File: src/rtl/rv32_e_div_unit.sv
// rv32_e_div_unit
// ---------------
// Iterative radix-2 restoring divider for the RV32M DIV/DIVU/REM/REMU group.
// It takes one operation at a time and computes one quotient bit per cycle.
// Operations whose ALU code is not one of the four divide codes are ignored.
//
// Ports
//   clk_i          clock, rising edge
//   rst_ni         asynchronous active-low reset
//   valid_i        operation request
//   alu_control_i  decoded ALU operation
//   op_a_i         dividend (rs1)
//   op_b_i         divisor (rs2)
//   ready_o        unit is idle and can accept an operation
//   flush_i        abort any in-flight operation and drop its result
//   valid_o        result_o holds a finished result
//   ready_i        writeback consumes the result
//   result_o       quotient or remainder
//
// Build option
//   DIV_FAST_SPECIAL_EN  When defined, divide-by-zero, signed overflow and
//                        |a| < |b| bypass the 32 iteration cycles. Their
//                        result is then ready one cycle after accept. The
//                        results are identical in both builds.

module rv32_e_div_unit #(
   parameter int XLEN              = 32,
   parameter int ALU_CONTROL_WIDTH = 5
) (
   input  logic                         clk_i,
   input  logic                         rst_ni,
   input  logic                         valid_i,
   input  logic [ALU_CONTROL_WIDTH-1:0] alu_control_i,
   input  logic [XLEN-1:0]              op_a_i,
   input  logic [XLEN-1:0]              op_b_i,
   output logic                         ready_o,
   input  logic                         flush_i,
   output logic                         valid_o,
   input  logic                         ready_i,
   output logic [XLEN-1:0]              result_o
);

   localparam logic [ALU_CONTROL_WIDTH-1:0] ALU_DIV  = ALU_CONTROL_WIDTH'(14);
   localparam logic [ALU_CONTROL_WIDTH-1:0] ALU_DIVU = ALU_CONTROL_WIDTH'(15);
   localparam logic [ALU_CONTROL_WIDTH-1:0] ALU_REM  = ALU_CONTROL_WIDTH'(16);
   localparam logic [ALU_CONTROL_WIDTH-1:0] ALU_REMU = ALU_CONTROL_WIDTH'(17);

   typedef enum logic [1:0] {IDLE, CALC, DONE} state_e;

   state_e          state_q, state_d;
   logic [5:0]      cnt_q, cnt_d;
   logic [XLEN:0]   r_q, r_d;        // partial remainder
   logic [XLEN-1:0] q_q, q_d;        // dividend shifting out, quotient shifting in
   logic [XLEN-1:0] b_q, b_d;        // divisor magnitude
   logic            want_rem_q, want_rem_d;
   logic            neg_q_q, neg_q_d;
   logic            neg_r_q, neg_r_d;
   logic [XLEN-1:0] result_q, result_d;

   logic            is_div_code, op_signed, op_rem, accept;
   logic [XLEN-1:0] abs_a, abs_b;
   logic [XLEN:0]   r_shift, r_sub;
   logic            r_ge;
   logic [XLEN-1:0] quo_fix, rem_fix;
   logic            r_msb_unused;

   assign is_div_code = (alu_control_i == ALU_DIV)  || (alu_control_i == ALU_DIVU) ||
                        (alu_control_i == ALU_REM)  || (alu_control_i == ALU_REMU);
   assign op_signed   = (alu_control_i == ALU_DIV)  || (alu_control_i == ALU_REM);
   assign op_rem      = (alu_control_i == ALU_REM)  || (alu_control_i == ALU_REMU);
   assign accept      = (state_q == IDLE) && valid_i && is_div_code && !flush_i;

   assign abs_a = (op_signed && op_a_i[XLEN-1]) ? (~op_a_i + 1'b1) : op_a_i;
   assign abs_b = (op_signed && op_b_i[XLEN-1]) ? (~op_b_i + 1'b1) : op_b_i;

   // Restoring step. The remainder stays below |b| between steps, so its top
   // bit is always zero and only the lower XLEN bits feed the next shift.
   assign r_shift      = {r_q[XLEN-1:0], q_q[XLEN-1]};
   assign r_sub        = r_shift - {1'b0, b_q};
   assign r_ge         = (r_shift >= {1'b0, b_q});
   assign r_msb_unused = r_q[XLEN];

   // A zero divisor leaves an all-ones quotient that must not be negated.
   assign quo_fix = (neg_q_q && (b_q != '0)) ? (~q_q + 1'b1) : q_q;
   assign rem_fix = neg_r_q ? (~r_q[XLEN-1:0] + 1'b1) : r_q[XLEN-1:0];

   always_comb begin
      state_d    = state_q;
      cnt_d      = cnt_q;
      r_d        = r_q;
      q_d        = q_q;
      b_d        = b_q;
      want_rem_d = want_rem_q;
      neg_q_d    = neg_q_q;
      neg_r_d    = neg_r_q;
      result_d   = result_q;
      case (state_q)
         IDLE: begin
            if (accept) begin
               want_rem_d = op_rem;
               neg_q_d    = op_signed && (op_a_i[XLEN-1] ^ op_b_i[XLEN-1]);
               neg_r_d    = op_signed && op_a_i[XLEN-1];
               b_d        = abs_b;
               q_d        = abs_a;
               r_d        = '0;
               cnt_d      = 6'd32;
               state_d    = CALC;
`ifdef DIV_FAST_SPECIAL_EN
               // Preload the magnitudes that the full iteration would reach
               // and let the single fixup cycle produce the final result.
               if (abs_b == '0) begin
                  q_d   = '1;
                  r_d   = {1'b0, abs_a};
                  cnt_d = 6'd0;
               end else if (op_signed && (op_a_i == {1'b1, {(XLEN-1){1'b0}}}) &&
                            (op_b_i == '1)) begin
                  q_d   = {1'b1, {(XLEN-1){1'b0}}};
                  r_d   = '0;
                  cnt_d = 6'd0;
               end else if (abs_a < abs_b) begin
                  q_d   = '0;
                  r_d   = {1'b0, abs_a};
                  cnt_d = 6'd0;
               end
`endif
            end
         end
         CALC: begin
            if (flush_i) begin
               state_d = IDLE;
            end else if (cnt_q != 6'd0) begin
               r_d   = r_ge ? r_sub : r_shift;
               q_d   = {q_q[XLEN-2:0], r_ge};
               cnt_d = cnt_q - 6'd1;
            end else begin
               result_d = want_rem_q ? rem_fix : quo_fix;
               state_d  = DONE;
            end
         end
         DONE: begin
            if (flush_i || ready_i) begin
               state_d = IDLE;
            end
         end
         default: state_d = IDLE;
      endcase
   end

   always_ff @(posedge clk_i or negedge rst_ni) begin
      if (!rst_ni) begin
         state_q    <= IDLE;
         cnt_q      <= '0;
         r_q        <= '0;
         q_q        <= '0;
         b_q        <= '0;
         want_rem_q <= 1'b0;
         neg_q_q    <= 1'b0;
         neg_r_q    <= 1'b0;
         result_q   <= '0;
      end else begin
         state_q    <= state_d;
         cnt_q      <= cnt_d;
         r_q        <= r_d;
         q_q        <= q_d;
         b_q        <= b_d;
         want_rem_q <= want_rem_d;
         neg_q_q    <= neg_q_d;
         neg_r_q    <= neg_r_d;
         result_q   <= result_d;
      end
   end

   assign ready_o  = (state_q == IDLE);
   assign valid_o  = (state_q == DONE);
   assign result_o = result_q;

endmodule

File: config.mk
export PLATFORM = sky130hd
export DESIGN_NAME = rv32_e_div_unit
export DESIGN_NICKNAME = d
export VERILOG_FILES = /design/src/rtl/rv32_e_div_unit.sv
export SDC_FILE = /design/constraint.sdc
export NUM_CORES = 1
export LEC_CHECK = 0
export ABC_AREA = 1
export CORE_ASPECT_RATIO = 1.4
export CORE_MARGIN = 2
export CORE_UTILIZATION = 56
export DETAILED_ROUTE_END_ITERATION = 12
export GPL_ROUTABILITY_DRIVEN = 1
export PLACE_DENSITY = 0.83
export SLEW_MARGIN = 25
export SYNTH_ARGS = -nofsm -noshare
export SYNTH_HDL_FRONTEND = slang
export SYNTH_SLANG_ARGS = --single-unit
File: constraint.sdc
create_clock -name clk_i -period 4.8 [get_ports clk_i]
set_clock_uncertainty 0.1 [all_clocks]
set_input_delay 1.2 -clock clk_i [delete_from_list [all_inputs] [get_ports clk_i]]
set_output_delay 1.2 -clock clk_i [all_outputs]
set_load 0.02 [all_outputs]
After elaboration in Yosys (flattened, before gate mapping)
Index checks and enable logic that the tools add are counted.

Reduce and logical (&&, ||, !) cells: 22. Equal/unequal tests: 11. Multiplexer cells: 23. Bitwise gates (word level): 7. Add/subtract/negate cells: 6. Order comparisons: 1.

Operators by type and width (count): 2-to-1 mux 32 bit (12); adder 32 x 1 -> 32 bit, second input constant (4); inverter 32 bit (4); case mux 32 bit (2 select lines) (2); >= comparator 33 x 32 -> 1 bit (1); nonzero test 32 bit (1); subtractor 32 bit (1); 2-to-1 mux 6 bit (3); case mux 6 bit (2 select lines) (1); == test 5 x 4 -> 1 bit, second input constant (2); == test 5 bit, second input constant (2); 2-to-1 mux 2 bit (4); logical AND 1 bit (7); logical OR 1 bit (6); case mux 2 bit (3 select lines) (1); AND reduction 3 bit (2); nonzero test 6 bit (1); subtractor 6 x 1 -> 6 bit, second input constant (1); inequality test 2 x 1 -> 1 bit, second input constant (2); inequality test 2 bit, second input constant (2); AND reduction 4 bit (1); inequality test 3 bit, second input constant (1); == test 2 x 1 -> 1 bit, second input constant (1); == test 2 bit, second input constant (1); 6 further kinds (7).

Output and inout port bits: 34. Input bits: 74. Bits in registers: 139. Logic and storage cells: 79.

Logic depth before layout (Yosys ltp)
Depth after elaboration: 8. Gate-level depth with buffers: 17. Gate-level depth less buffers: 16.

Worst setup path after synthesis
OpenSTA, ideal clock, no wires.

Path type: input-to-reg. Start: in op_b_i[1]. End: reg b_q[26]. Buffers on the path: 0. Data arrival time: 2.395 ns. Setup time: 0.126 ns. Setup slack: 2.179 ns. Required time: 4.574 ns. Cell stages on the path: 11. Cells stage by stage: inv_1 > ha_1 > nand3_1 > nor2_1 > nand2_1 > nor2_2 > nand3_1 > nand2_1 > nand3b_1 > nand3_1 > o21ai_0.

Longest elaborated chain between the ends: 3.

RTL lines: from (decl) (RTL line 35) `input logic [XLEN-1:0] op_b_i,`; inverter 32 bit (RTL line 74) `assign abs_b = (op_signed && op_b_i[XLEN-1]) ? (~op_b_i + 1'b1) : op_b_i;`; adder 32 x 1 -> 32 bit (RTL line 74); 2-to-1 mux 32 bit (RTL line 74); to (signal assigned) (RTL line 155) `b_q <= '0;`; to (signal assigned) (RTL line 165) `b_q <= b_d;`; to (decl) (RTL line 54) `logic [XLEN-1:0] b_q, b_d;`.

No other way between the ends. A chain may end at the register's enable or synchronous reset.

Final worst setup path
Start: reg b_q[13]. End: reg r_q[16].

Longest elaborated chain between the ends: 5. Elaborated cells between the ends (all ways): 6. Those cells by class: add/sub (1); order compare (1); mux (4).

RTL lines: subtractor 32 bit / >= comparator 33 x 32 -> 1 bit (equally long branches) (RTL line 79, 80); 2-to-1 mux 32 bit (*) (RTL line 132) `r_d = r_ge ? r_sub : r_shift;`; 2-to-1 mux 32 bit (*) (RTL line 131) `end else if (cnt_q != 6'd0) begin`; 2-to-1 mux 32 bit (*) (RTL line 129) `if (flush_i) begin`; case mux 32 bit (2 select lines) (*) (RTL line 97) `case (state_q)`; to (signal assigned) (RTL line 163) `r_q <= r_d;`; to (decl) (RTL line 52) `logic [XLEN:0] r_q, r_d;`.

Every way passes the cells marked *; elsewhere a longest branch is shown, timed or not. The select of a mux whose other input is x is not followed.

==> results.toml <==
[status]
outcome = "finished clean"

[timing]
maxSlewViolCount = 0
min_period_over_period_pct = 66.3
setup_viol = 0
timing.final.crit_period_ns = 3.18
slew_headroom_pct = 34.3
worst_pin_slew_ns = 0.984
rsz0062_at_grt = "no"
timing.final.ws_setup_ns = 1.62
fin_setup_tns_ns = 0
timing.fmax_mhz = 314
hold_violations = 0

[logic_synthesis]
synth_compound_area_share_pct = 11.1
ys_async_sr_fraction_pct = 100
synth_edf_count = 0
synth_flop_cell = "dfrtp_1"
synthAdderAreaFrac_pct = 3.84
yosys_warnings = 0
synth_xor_area_share_pct = 2.71
synth_top_family_by_area = "simple AND/OR/NAND/NOR gates"
syn_nets = 2339
ys_types = 43
yosysSeqAreaShare_pct = 26.9
synth_area_um2 = 12900
synthMuxAreaShare_pct = 0
synthCells = 2226
ys_ff_latch = 139
synth-simple-area-share_pct = 43.7
syn_avg_cell_area_um2 = 5.80

[clocking]
post_cts_buffers = 0
htree_levels = 4
clkTransAtPathRegs_ns = 0.06
ctsHoldBuffers = 0
cts.sinks = 139
clockBufferDepth = 2
ctsResizeCount = 0
cts_root_buffer = "clkbuf_16"
cts_tree = "yes"
clkLatencyLatePin_ns = 0.45
numCtsBuffers = 17

[grt]
globalRoute.totalOverflow = 0
grt_pass1_wl_um = 68400
track_usage_pct = 35.7
grt_pass1_vias = 13600
grt_max_degree = 73
antenna_found_initial = 0

[setup_path]
cp_cell_sequence = "inv_1 > ha_1 > nand2_1 > inv_1 > nand2_2 > inv_2 > nand2_1 > inv_2 > nand3_1 > nand2_2 > nor2_4 > nand2_4 > o21ai_1 > nand3_1 > nand2_1"
slowest_delay_ns = 0.59
cp_common_cell = "nand2_1"
path_class = "register to register"
r2r_cells = 15
cp_slowest_cell = "nor2_4"
crit_required_ns = 5.08
crit_path_end_kind = "register"
cp.arrival_ns = 3.47
crit_fanout = 33
startpoint_type = "register"

[floorplanning]
die_area_um2 = 24300
coreArea_um2 = 22600
die_h_um = 184
ios = 108
rows = 65
die_w_um = 132
initial_core_util_pct = 57.1

[hold_path]
min_path_cells = 2
worstHoldPathType = "register to register"

[drt]
drt_pre_antenna_iters = 6
drt_iter0_drc = 1132
viasPerCell = 5.58
via_count = 14600
wire_per_inst_um = 16.8
route.detailed.drc = 0
wl_um = 43900
ant_nets = 0

[power]
ir_drop_mv = 0.309
powerDensity_nw_per_um2 = 499
power.leakage_nw = 7.88

[final_layout]
drive_gt1_share_pct = 3.32
area_growth_syn_to_layout_pct = 14.4
final_cell_area_um2 = 14800
finalNetCount = 2417
diodes = 0

[placement]
dp_slack_ns = 1.22
place_area_um2 = 14200
io_buffers = 107
hpwl_um = 35000
place_congestion = 1.01

[flow_run]
drv_cap = 0
flip-flops by register name, indices dropped and copies added (netlist names):
signal      flops
neg_q_q         1
cnt_q           6
r_q            32
b_q            32
q_q            32
want_rem_q      1
state_q         2
result_o       32
neg_r_q         1
metrics by stage:
step	instances	total power, W	util (%)	hold WS (ns)
2_1_floorplan	2226	0.00456	-	0.353
3_3_place_gp	2586	0.00588	62.7	0.362
3_5_place_dp	2586	0.00595	62.7	0.372
4_1_cts	2618	0.00731	65.3	0.389
5_1_grt	2618	0.00789	65.3	0.404
6_report	2618	0.00738	65.3	0.388
power breakdown:
part           internal, W  switching [W]
clock network     0.000795       0.000555
logic              0.00134        0.00267
registers          0.00157       0.000447
total              0.00370        0.00367
cells by family (layout without fill, tap and decap cells):
group / after synthesis / count (layout)
AO/OA/AOI/OAI: 274 / 274
XOR/XNOR: 40 / 40
adder cells (fa/ha/maj): 39 / 39
buffers and inverters: 379 / 470
flip-flops: 139 / 139
AND/OR/NAND/NOR: 1355 / 1355
routing by layer:
metal | up-vias | GRT usage (%) | wire length [µm]
li1 | 7232 | - | -
met1 | 6667 | 39.5 | 16200
met2 | 545 | 63.3 | 21900
met3 | 176 | 4.00 | 2100
met4 | 0 | 26.0 | 3670
met5 | - | 0 | 0
path summary, 6_finish.rpt:
kind / start / end / slack [ns]
max in group asynchronous: rst_ni / b_q[30]$_DFFE_PN0P_ / 3.10
hold reg to reg: result_o[27]$_DFFE_PN0P_ / result_o[27]$_DFFE_PN0P_ / 0.39
hold / removal: result_o[27]$_DFFE_PN0P_ / result_o[27]$_DFFE_PN0P_ / 0.39
min in group asynchronous: rst_ni / result_o[21]$_DFFE_PN0P_ / 0.65
setup / recovery: b_q[13]$_DFFE_PN0P_ / r_q[16]$_DFFE_PN0P_ / 1.62
setup reg to reg: b_q[13]$_DFFE_PN0P_ / r_q[16]$_DFFE_PN0P_ / 1.62
worst max-delay path: cells and delay by family, from the launching register on:
kind            cells  cell delay [ns]
fa+ha+maj           1             0.33
flops               1             0.38
simple gates        9             1.68
buf+inv             4             0.34
compound gates      1             0.27
Yosys cell counts (4+ instances only):
master	instances	share of area, %
nor2_2	7	0.34
a31oi_1	4	0.19
nand2_2	5	0.24
ha_1	38	3.7
inv_2	6	0.17
xor2_1	25	1.7
or2_2	5	0.24
buf_2	29	1.1
o21ai_0	127	4.9
clkbuf_1	19	0.55
xnor2_1	15	1.0
nor4_1	4	0.19
clkinv_1	4	0.12
buf_4	9	0.52
and2_1	5	0.24
nand3_1	258	10
nor3_1	20	0.78
dfrtp_1	139	27
nand4_1	31	1.5
nand2_1	735	21
nand3b_1	9	0.52
nor2_1	270	7.8
inv_1	306	8.9
o21ai_1	18	0.70
a21oi_1	106	4.1
final cells by class:
| cell class | count | area, µm² |
|---|---|---|
| inverters | 316 | 1190 |
| clock buffers | 20 | 457 |
| multi-input cells | 1708 | 7930 |
| flip-flops and latches | 139 | 3480 |
| repair buffers | 122 | 1200 |
| well taps | 301 | 377 |
| fillers | 2293 | 7840 |
| clock inverters | 12 | 136 |
layout by cell type (no fill, tap or decap), drive strengths merged:
cell / netlist / layout
or3: 1 / 1
o21ai: 146 / 146
nand2: 742 / 742
clkdlybuf4s50: 0 / 106
a22oi: 4 / 4
dfrtp: 139 / 139
nor4: 4 / 4
a21boi: 1 / 1
nand4: 31 / 31
nand3b: 9 / 9
o21a: 2 / 2
clkinv: 4 / 8
nand3: 259 / 259
or2: 5 / 5
a31oi: 4 / 4
nor3: 20 / 20
bufinv: 0 / 2
ha: 38 / 38
o221ai: 1 / 1
clkbuf: 19 / 20
and2: 5 / 5
o211ai: 2 / 2
o31ai: 3 / 3
inv: 312 / 315
xnor2: 15 / 15
fa: 1 / 1
nor3b: 1 / 1
o21bai: 2 / 2
o22ai: 3 / 3
buf: 44 / 16
xor2: 25 / 25
nor2: 278 / 278
clkinvlp: 0 / 3
a21oi: 106 / 106
No activity file was read; power rests on OpenSTA's default activity.
